$ cat src/rtl/uart_tx_feeder_pkg.sv
// Shared defaults and the feeder FSM encoding for the UART transmit front end.
package uart_pkg;

  localparam int DEFAULT_DATA_WIDTH     = 8;
  localparam int DEFAULT_DEPTH          = 16;
  localparam int DEFAULT_ACCEPT_TIMEOUT = 4;

  typedef enum logic [1:0] {
    IDLE        = 2'd0,
    LOAD        = 2'd1,
    WAIT_ACCEPT = 2'd2,
    WAIT_DONE   = 2'd3
  } feeder_state_t;

endpackage

$ cat src/rtl/uart_tx_feeder_if.sv
// Host push side plus UART load side of the feeder, bundled as one interface.
interface uart_tx_feeder_if
  import uart_pkg::*;
#(
  parameter int DATA_WIDTH = uart_pkg::DEFAULT_DATA_WIDTH,
  parameter int DEPTH      = uart_pkg::DEFAULT_DEPTH
);

  logic                    wr_en;
  logic [DATA_WIDTH-1:0]   wr_data;
  logic                    full;
  logic [$clog2(DEPTH):0]  level;
  logic                    overflow;
  logic                    clr_overflow;
  logic                    enable;
  logic                    busy;
  logic                    accept_err;
  logic                    ld_tx_data;
  logic [DATA_WIDTH-1:0]   tx_data;
  logic                    tx_enable;
  logic                    tx_empty;

  // master is everything around the feeder (host and UART); slave is the feeder
  modport master (
    output wr_en, wr_data, clr_overflow, enable, tx_empty,
    input  full, level, overflow, busy, accept_err, ld_tx_data, tx_data, tx_enable
  );

  modport slave (
    input  wr_en, wr_data, clr_overflow, enable, tx_empty,
    output full, level, overflow, busy, accept_err, ld_tx_data, tx_data, tx_enable
  );

endinterface

$ cat src/rtl/uart_tx_feeder_sync_fifo.sv
// First-word-fall-through synchronous FIFO; level and full are registered post-edge occupancy.
module sync_fifo
  import uart_pkg::*;
#(
  parameter int DATA_WIDTH = uart_pkg::DEFAULT_DATA_WIDTH,
  parameter int DEPTH      = uart_pkg::DEFAULT_DEPTH
) (
  input  logic                   clk,
  input  logic                   reset,
  input  logic                   push,
  input  logic                   pop,
  input  logic [DATA_WIDTH-1:0]  wr_data,
  output logic [DATA_WIDTH-1:0]  head,
  output logic [$clog2(DEPTH):0] level,
  output logic                   full
);

  localparam int AW = $clog2(DEPTH);
  localparam logic [AW:0] FULL_LEVEL = (AW+1)'(DEPTH);

  logic [DATA_WIDTH-1:0] mem [DEPTH];
  logic [AW-1:0]         wr_ptr;
  logic [AW-1:0]         rd_ptr;
  logic [AW:0]           level_next;
  logic                  do_push;
  logic                  do_pop;

  // A push while full is dropped even if a pop frees a slot on the same edge
  assign do_push = push & ~full;
  assign do_pop  = pop & (level != '0);
  assign head    = mem[rd_ptr];

  always_comb begin
    level_next = level;
    if (do_push && !do_pop) begin
      level_next = level + 1'b1;
    end else if (do_pop && !do_push) begin
      level_next = level - 1'b1;
    end
  end

  always_ff @(posedge clk) begin
    if (reset) begin
      wr_ptr <= '0;
      rd_ptr <= '0;
      level  <= '0;
      full   <= 1'b0;
    end else begin
      if (do_push) wr_ptr <= wr_ptr + 1'b1;
      if (do_pop)  rd_ptr <= rd_ptr + 1'b1;
      level <= level_next;
      full  <= (level_next == FULL_LEVEL);
    end
  end

  always_ff @(posedge clk) begin
    if (do_push) mem[wr_ptr] <= wr_data;
  end

endmodule

$ cat src/rtl/uart_tx_feeder.sv
// Pops bytes from the FIFO and hands them to the UART with a one-cycle load strobe,
// then follows tx_empty until the UART has accepted and finished each byte.
module uart_tx_feeder
  import uart_pkg::*;
#(
  parameter int DATA_WIDTH     = DEFAULT_DATA_WIDTH,
  parameter int DEPTH          = DEFAULT_DEPTH,
  parameter int ACCEPT_TIMEOUT = DEFAULT_ACCEPT_TIMEOUT
) (
  input logic            txclk,
  input logic            reset,
  uart_tx_feeder_if.slave bus
);

  localparam int CW = $clog2(ACCEPT_TIMEOUT + 1);
  localparam logic [CW-1:0] TIMEOUT_LAST = CW'(ACCEPT_TIMEOUT - 1);

  feeder_state_t         state;
  feeder_state_t         state_next;
  logic [CW-1:0]         wait_cnt;
  logic [DATA_WIDTH-1:0] fifo_head;
  logic                  start_load;
  logic                  timeout;

  sync_fifo #(
    .DATA_WIDTH (DATA_WIDTH),
    .DEPTH      (DEPTH)
  ) u_fifo (
    .clk     (txclk),
    .reset   (reset),
    .push    (bus.wr_en),
    .pop     (start_load),
    .wr_data (bus.wr_data),
    .head    (fifo_head),
    .level   (bus.level),
    .full    (bus.full)
  );

  assign start_load = (state == IDLE) & bus.enable & (bus.level != '0) & bus.tx_empty;
  // Timeout fires on the last permitted WAIT_ACCEPT cycle if the UART still reports empty
  assign timeout    = (state == WAIT_ACCEPT) & bus.tx_empty & (wait_cnt == TIMEOUT_LAST);

  always_ff @(posedge txclk) begin
    if (reset) state <= IDLE;
    else       state <= state_next;
  end

  always_comb begin
    state_next = state;
    unique case (state)
      IDLE:        if (start_load) state_next = LOAD;
      LOAD:        state_next = WAIT_ACCEPT;
      WAIT_ACCEPT: begin
        if (!bus.tx_empty) state_next = WAIT_DONE;
        else if (timeout)  state_next = IDLE;
      end
      WAIT_DONE:   if (bus.tx_empty) state_next = IDLE;
      default:     state_next = IDLE;
    endcase
  end

  always_comb begin
    bus.ld_tx_data = (state == LOAD);
    bus.busy       = (state != IDLE) | (bus.level != '0);
  end

  always_ff @(posedge txclk) begin
    if (reset) begin
      wait_cnt       <= '0;
      bus.tx_data    <= '0;
      bus.tx_enable  <= 1'b0;
      bus.overflow   <= 1'b0;
      bus.accept_err <= 1'b0;
    end else begin
      bus.tx_enable <= bus.enable;
      if (start_load) bus.tx_data <= fifo_head;

      if (state == LOAD)             wait_cnt <= '0;
      else if (state == WAIT_ACCEPT) wait_cnt <= wait_cnt + 1'b1;

      if (bus.wr_en && bus.full)  bus.overflow <= 1'b1;
      else if (bus.clr_overflow)  bus.overflow <= 1'b0;

      if (timeout) bus.accept_err <= 1'b1;
    end
  end

endmodule

$ cat src/flat_wrapper.sv
// flat-port wrapper written by rule: the top's interface ports become plain ports
module uart_tx_feeder_flat import uart_pkg::*;
#(
  parameter int DATA_WIDTH     = DEFAULT_DATA_WIDTH,
  parameter int DEPTH          = DEFAULT_DEPTH,
  parameter int ACCEPT_TIMEOUT = DEFAULT_ACCEPT_TIMEOUT
)
  (txclk, reset, bus_wr_en, bus_wr_data, bus_clr_overflow, bus_enable, bus_tx_empty, bus_full, bus_level, bus_overflow, bus_busy, bus_accept_err, bus_ld_tx_data, bus_tx_data, bus_tx_enable);
  uart_tx_feeder_if #(.DATA_WIDTH(DATA_WIDTH), .DEPTH(DEPTH)) bus_i ();
  input logic txclk;
  input logic reset;
  input wire logic [$bits(bus_i.wr_en)-1:0] bus_wr_en;
  input wire logic [$bits(bus_i.wr_data)-1:0] bus_wr_data;
  input wire logic [$bits(bus_i.clr_overflow)-1:0] bus_clr_overflow;
  input wire logic [$bits(bus_i.enable)-1:0] bus_enable;
  input wire logic [$bits(bus_i.tx_empty)-1:0] bus_tx_empty;
  output wire logic [$bits(bus_i.full)-1:0] bus_full;
  output wire logic [$bits(bus_i.level)-1:0] bus_level;
  output wire logic [$bits(bus_i.overflow)-1:0] bus_overflow;
  output wire logic [$bits(bus_i.busy)-1:0] bus_busy;
  output wire logic [$bits(bus_i.accept_err)-1:0] bus_accept_err;
  output wire logic [$bits(bus_i.ld_tx_data)-1:0] bus_ld_tx_data;
  output wire logic [$bits(bus_i.tx_data)-1:0] bus_tx_data;
  output wire logic [$bits(bus_i.tx_enable)-1:0] bus_tx_enable;
  assign bus_i.wr_en = bus_wr_en;
  assign bus_i.wr_data = bus_wr_data;
  assign bus_i.clr_overflow = bus_clr_overflow;
  assign bus_i.enable = bus_enable;
  assign bus_i.tx_empty = bus_tx_empty;
  assign bus_full = bus_i.full;
  assign bus_level = bus_i.level;
  assign bus_overflow = bus_i.overflow;
  assign bus_busy = bus_i.busy;
  assign bus_accept_err = bus_i.accept_err;
  assign bus_ld_tx_data = bus_i.ld_tx_data;
  assign bus_tx_data = bus_i.tx_data;
  assign bus_tx_enable = bus_i.tx_enable;
  uart_tx_feeder #(.DATA_WIDTH(DATA_WIDTH), .DEPTH(DEPTH), .ACCEPT_TIMEOUT(ACCEPT_TIMEOUT)) u_core (.txclk(txclk), .reset(reset), .bus(bus_i));
endmodule
$ cat config.mk
export PLATFORM = sky130hd
export DESIGN_NAME = uart_tx_feeder_flat
export DESIGN_NICKNAME = d
export VERILOG_FILES = /design/src/rtl/uart_tx_feeder_pkg.sv /design/src/rtl/uart_tx_feeder_if.sv /design/src/rtl/uart_tx_feeder_sync_fifo.sv /design/src/rtl/uart_tx_feeder.sv /design/src/flat_wrapper.sv
export SDC_FILE = /design/constraint.sdc
export NUM_CORES = 1
export LEC_CHECK = 0
export CAP_MARGIN = 20
export CORE_MARGIN = 2
export CORE_UTILIZATION = 37
export DETAILED_ROUTE_END_ITERATION = 16
export DONT_BUFFER_PORTS = 1
export PLACE_DENSITY = 0.52
export SETUP_SLACK_MARGIN = 0.3
export SYNTH_ARGS = -nofsm -noshare
export SYNTH_HDL_FRONTEND = slang
export SYNTH_SLANG_ARGS = --single-unit
$ cat constraint.sdc
create_clock -name txclk -period 7 [get_ports txclk]
set_input_delay 2.1 -clock txclk [delete_from_list [all_inputs] [get_ports txclk]]
set_output_delay 2.1 -clock txclk [all_outputs]
set_load 0.01 [all_outputs]
==> impl_metrics.yaml <==
global_route:
  track_usage_pct: 15.30
  grt_pass1_wl_um: 19850
  gr-total-overflow: 0
  grt_max_degree: 36
  grt_pass1_vias: 3365
  antenna_found_initial: 0
logic_synthesis:
  yosys_warnings: 0
  synth_fp_nets: 399
  synth.area.top_cells: "edfxtp_1 (61%), mux4_2 (11%), dfxtp_1 (9.6%)"
  synth_edf_count: 128
  synthTopCellsByCount: "edfxtp_1 (128), nor2_1 (41), mux4_2 (32)"
  ys_seq_area_share_pct: 70.88
  syn-instance-count: 375
  synth_area_um2: 6270
  synth_seq_cells: 158
  yosysTopAreaCellShare_pct: 61.31
  asyncSetResetFlopFracSynth_pct: 0
  synth_top_cell_by_area: "edfxtp_1"
  synth_most_common_cell: "edfxtp_1"
  synth_cell_type_count: 37
  synth_ff_type: "edfxtp_1"
  synth_area_per_cell_um2: 16.72
setup_path:
  critPathTopFamily: "simple AND/OR/NAND/NOR gates"
  crit_path_max_incr_delay_ns: 0.50
  slowest_stage: "or4b_4"
  crit_buf_inv: 1
  path_class: "flip-flop to output port"
  crit_fanout: 9
  crit_arrival_ns: 1.85
  path_cells: "inv_1, ha_1, or4b_4, nand2b_1"
  critPathCaptureType: "output port"
  cp_data_required_time_ns: 4.90
  start_kind: "flip-flop"
placed_design:
  detailed_place_hpwl_um: 8037
  placed_cell_area_um2: 6480
  portBuffers: 0
  pre_cts_ws_ns: 3.100
  gp_congestion: 0.7326
route:
  wire_per_inst_um: 21.03
  wl_um: 12870
  drc_errors: 0
  via_count: 3186
  drt_iter0_markers: 301
  ant_nets: 0
  viasPerCell: 5.206
  drt_pass1_iterations: 4
  top_layer: "met4"
  route.met2.wl_um: 6380
  wl_met1_um: 5678
  wl_met3_um: 738
die:
  num_rows: 47
  core_area_um2: 16580
  io_pins: 33
  initial_core_util_pct: 37.81
  die_y_um: 134.2
  die_area_um2: 18000
  die_w_um: 134.2
cts:
  cts_resized: 0
  clock-root-buffer: "clkbuf_16"
  cts_tree: "built"
  clk_pin_slew_ns: 0.06
  cts_hold_buf: 0
  cts_sinks: 158
  clk_latency_ns: 0.42
  postCtsSetupBuffers: 0
  clock_path_buffers: 2
  cts_buffers: 17
  cts_max_level: 4
cells_and_area:
  design_area_um2: 7099
  area_delta_synth_final_pct: 13.23
  nets: 404
  drive_gt1_share_pct: 19.39
  num_antenna_cells: 0
  utilization_pct: 42.81
run:
  timing.max_cap.violations: 0
timing:
  rsz0062_at_grt: "no"
  finalCritPeriodShare_pct: 56.44
  tightest_slew_ns: 0.8693
  fmax_mhz: 253.1
  min_period_ns: 3.951
  setup_viol_count_final: 0
  clock_skew_ns: 0.009184
  hold_viol: 0
  setup_tns_ns: 0
  drv_slew: 0
  max_slew_margin_pct: 41.83
  setup_ws_ns: 3.049
power_and_ir_drop:
  irDropWorstVdd_mv: 0.1817
  pwr_density_cell_nw_per_um2: 306.2
  leakagePower_uw: 0.002287
run_status:
  status: "complete, no violations"
worst_hold_path:
  min_path_type: "flip-flop to flip-flop"
flip-flops by register name, indices dropped and copies added (netlist names):
register               count
u_core.wait_cnt            3
u_core.u_fifo.wr_ptr       4
u_core.bus.tx_data         8
u_core.bus.overflow        1
u_core.state               2
u_core.u_fifo.rd_ptr       4
u_core.bus.tx_enable       1
u_core.u_fifo.level        5
u_core.u_fifo.full         1
u_core.bus.accept_err      1
u_core.u_fifo.mem        128
cells by family (layout without fill, tap and decap cells):
| group | Yosys count | after routing | share of synthesized area (%) |
|---|---|---|---|
| multiplexers | 39 | 39 | 12.73 |
| AND/OR/NAND/NOR | 84 | 84 | 6.426 |
| buffers and inverters | 27 | 44 | 1.776 |
| flip-flops | 158 | 158 | 70.88 |
| AO/OA/AOI/OAI | 48 | 48 | 4.929 |
| XOR/XNOR | 9 | 9 | 1.257 |
| adder cells (fa/ha/maj) | 10 | 10 | 1.996 |
worst register-to-register path: stages (launching register included):
cell and delay (ns):
dfxtp_1 0.43, inv_1 0.13, ha_1 0.16, or4b_4 0.50, nand2_2 0.42, mux2_4 0.34, mux2_2 0.28, and4bb_1 0.18
per-stage QoR:
stage	total power (uW)	instances	hold WS (ns)
after floorplan	1234	375	0.4817
after global placement	1269	577	0.5009
after detailed placement	1272	577	0.5118
after CTS	2196	608	0.5225
after global routing	2253	612	0.5586
final	2174	612	0.5144
power breakdown:
group / switching (uW) / internal (uW)
clock: 363 / 559
sequential: 28.0 / 1040
combinational: 94.5 / 89.0
worst paths after layout:
check                                       startpoint                   to  slack (ns)  cells after the start
worst max register to register  u_core.u_fifo.level[0]   u_core.u_fifo.full        4.46                      7
worst max-delay path            u_core.u_fifo.level[0]             bus_busy        3.05                      4
worst min register to register     u_core.bus.overflow  u_core.bus.overflow        0.51                      2
worst min-delay path               u_core.bus.overflow  u_core.bus.overflow        0.51                      2
layer usage:
layer | vias up | GRT usage [%]
li1 | 1460 | -
met1 | 1638 | 20.44
met2 | 84 | 23.95
met3 | 4 | 4.989
met4 | 0 | 4.737
met5 | - | 0
cell type report:
type	count	area, um^2
tap	220	275.3
timing repair buffer	7	47.55
sequential	158	4446
multi-input combinational	190	1714
clock buffer	17	425.4
fill	1484	9484
clock inverter	14	168.9
inverter	6	22.52
layout by cell type (no fill, tap or decap), drive strengths merged, types with 5 or more instances in the layout:
cell      n
nand3     6
a21oi    23
a22oi    17
nor2b     6
buf       5
inv       8
nand2    12
clkinv    6
dfxtp    30
edfxtp  128
nor2     41
clkbuf   19
xor2      5
nand2b    6
mux4     32
nor3      5
ha       10
Power figures use the tool's default switching activity.
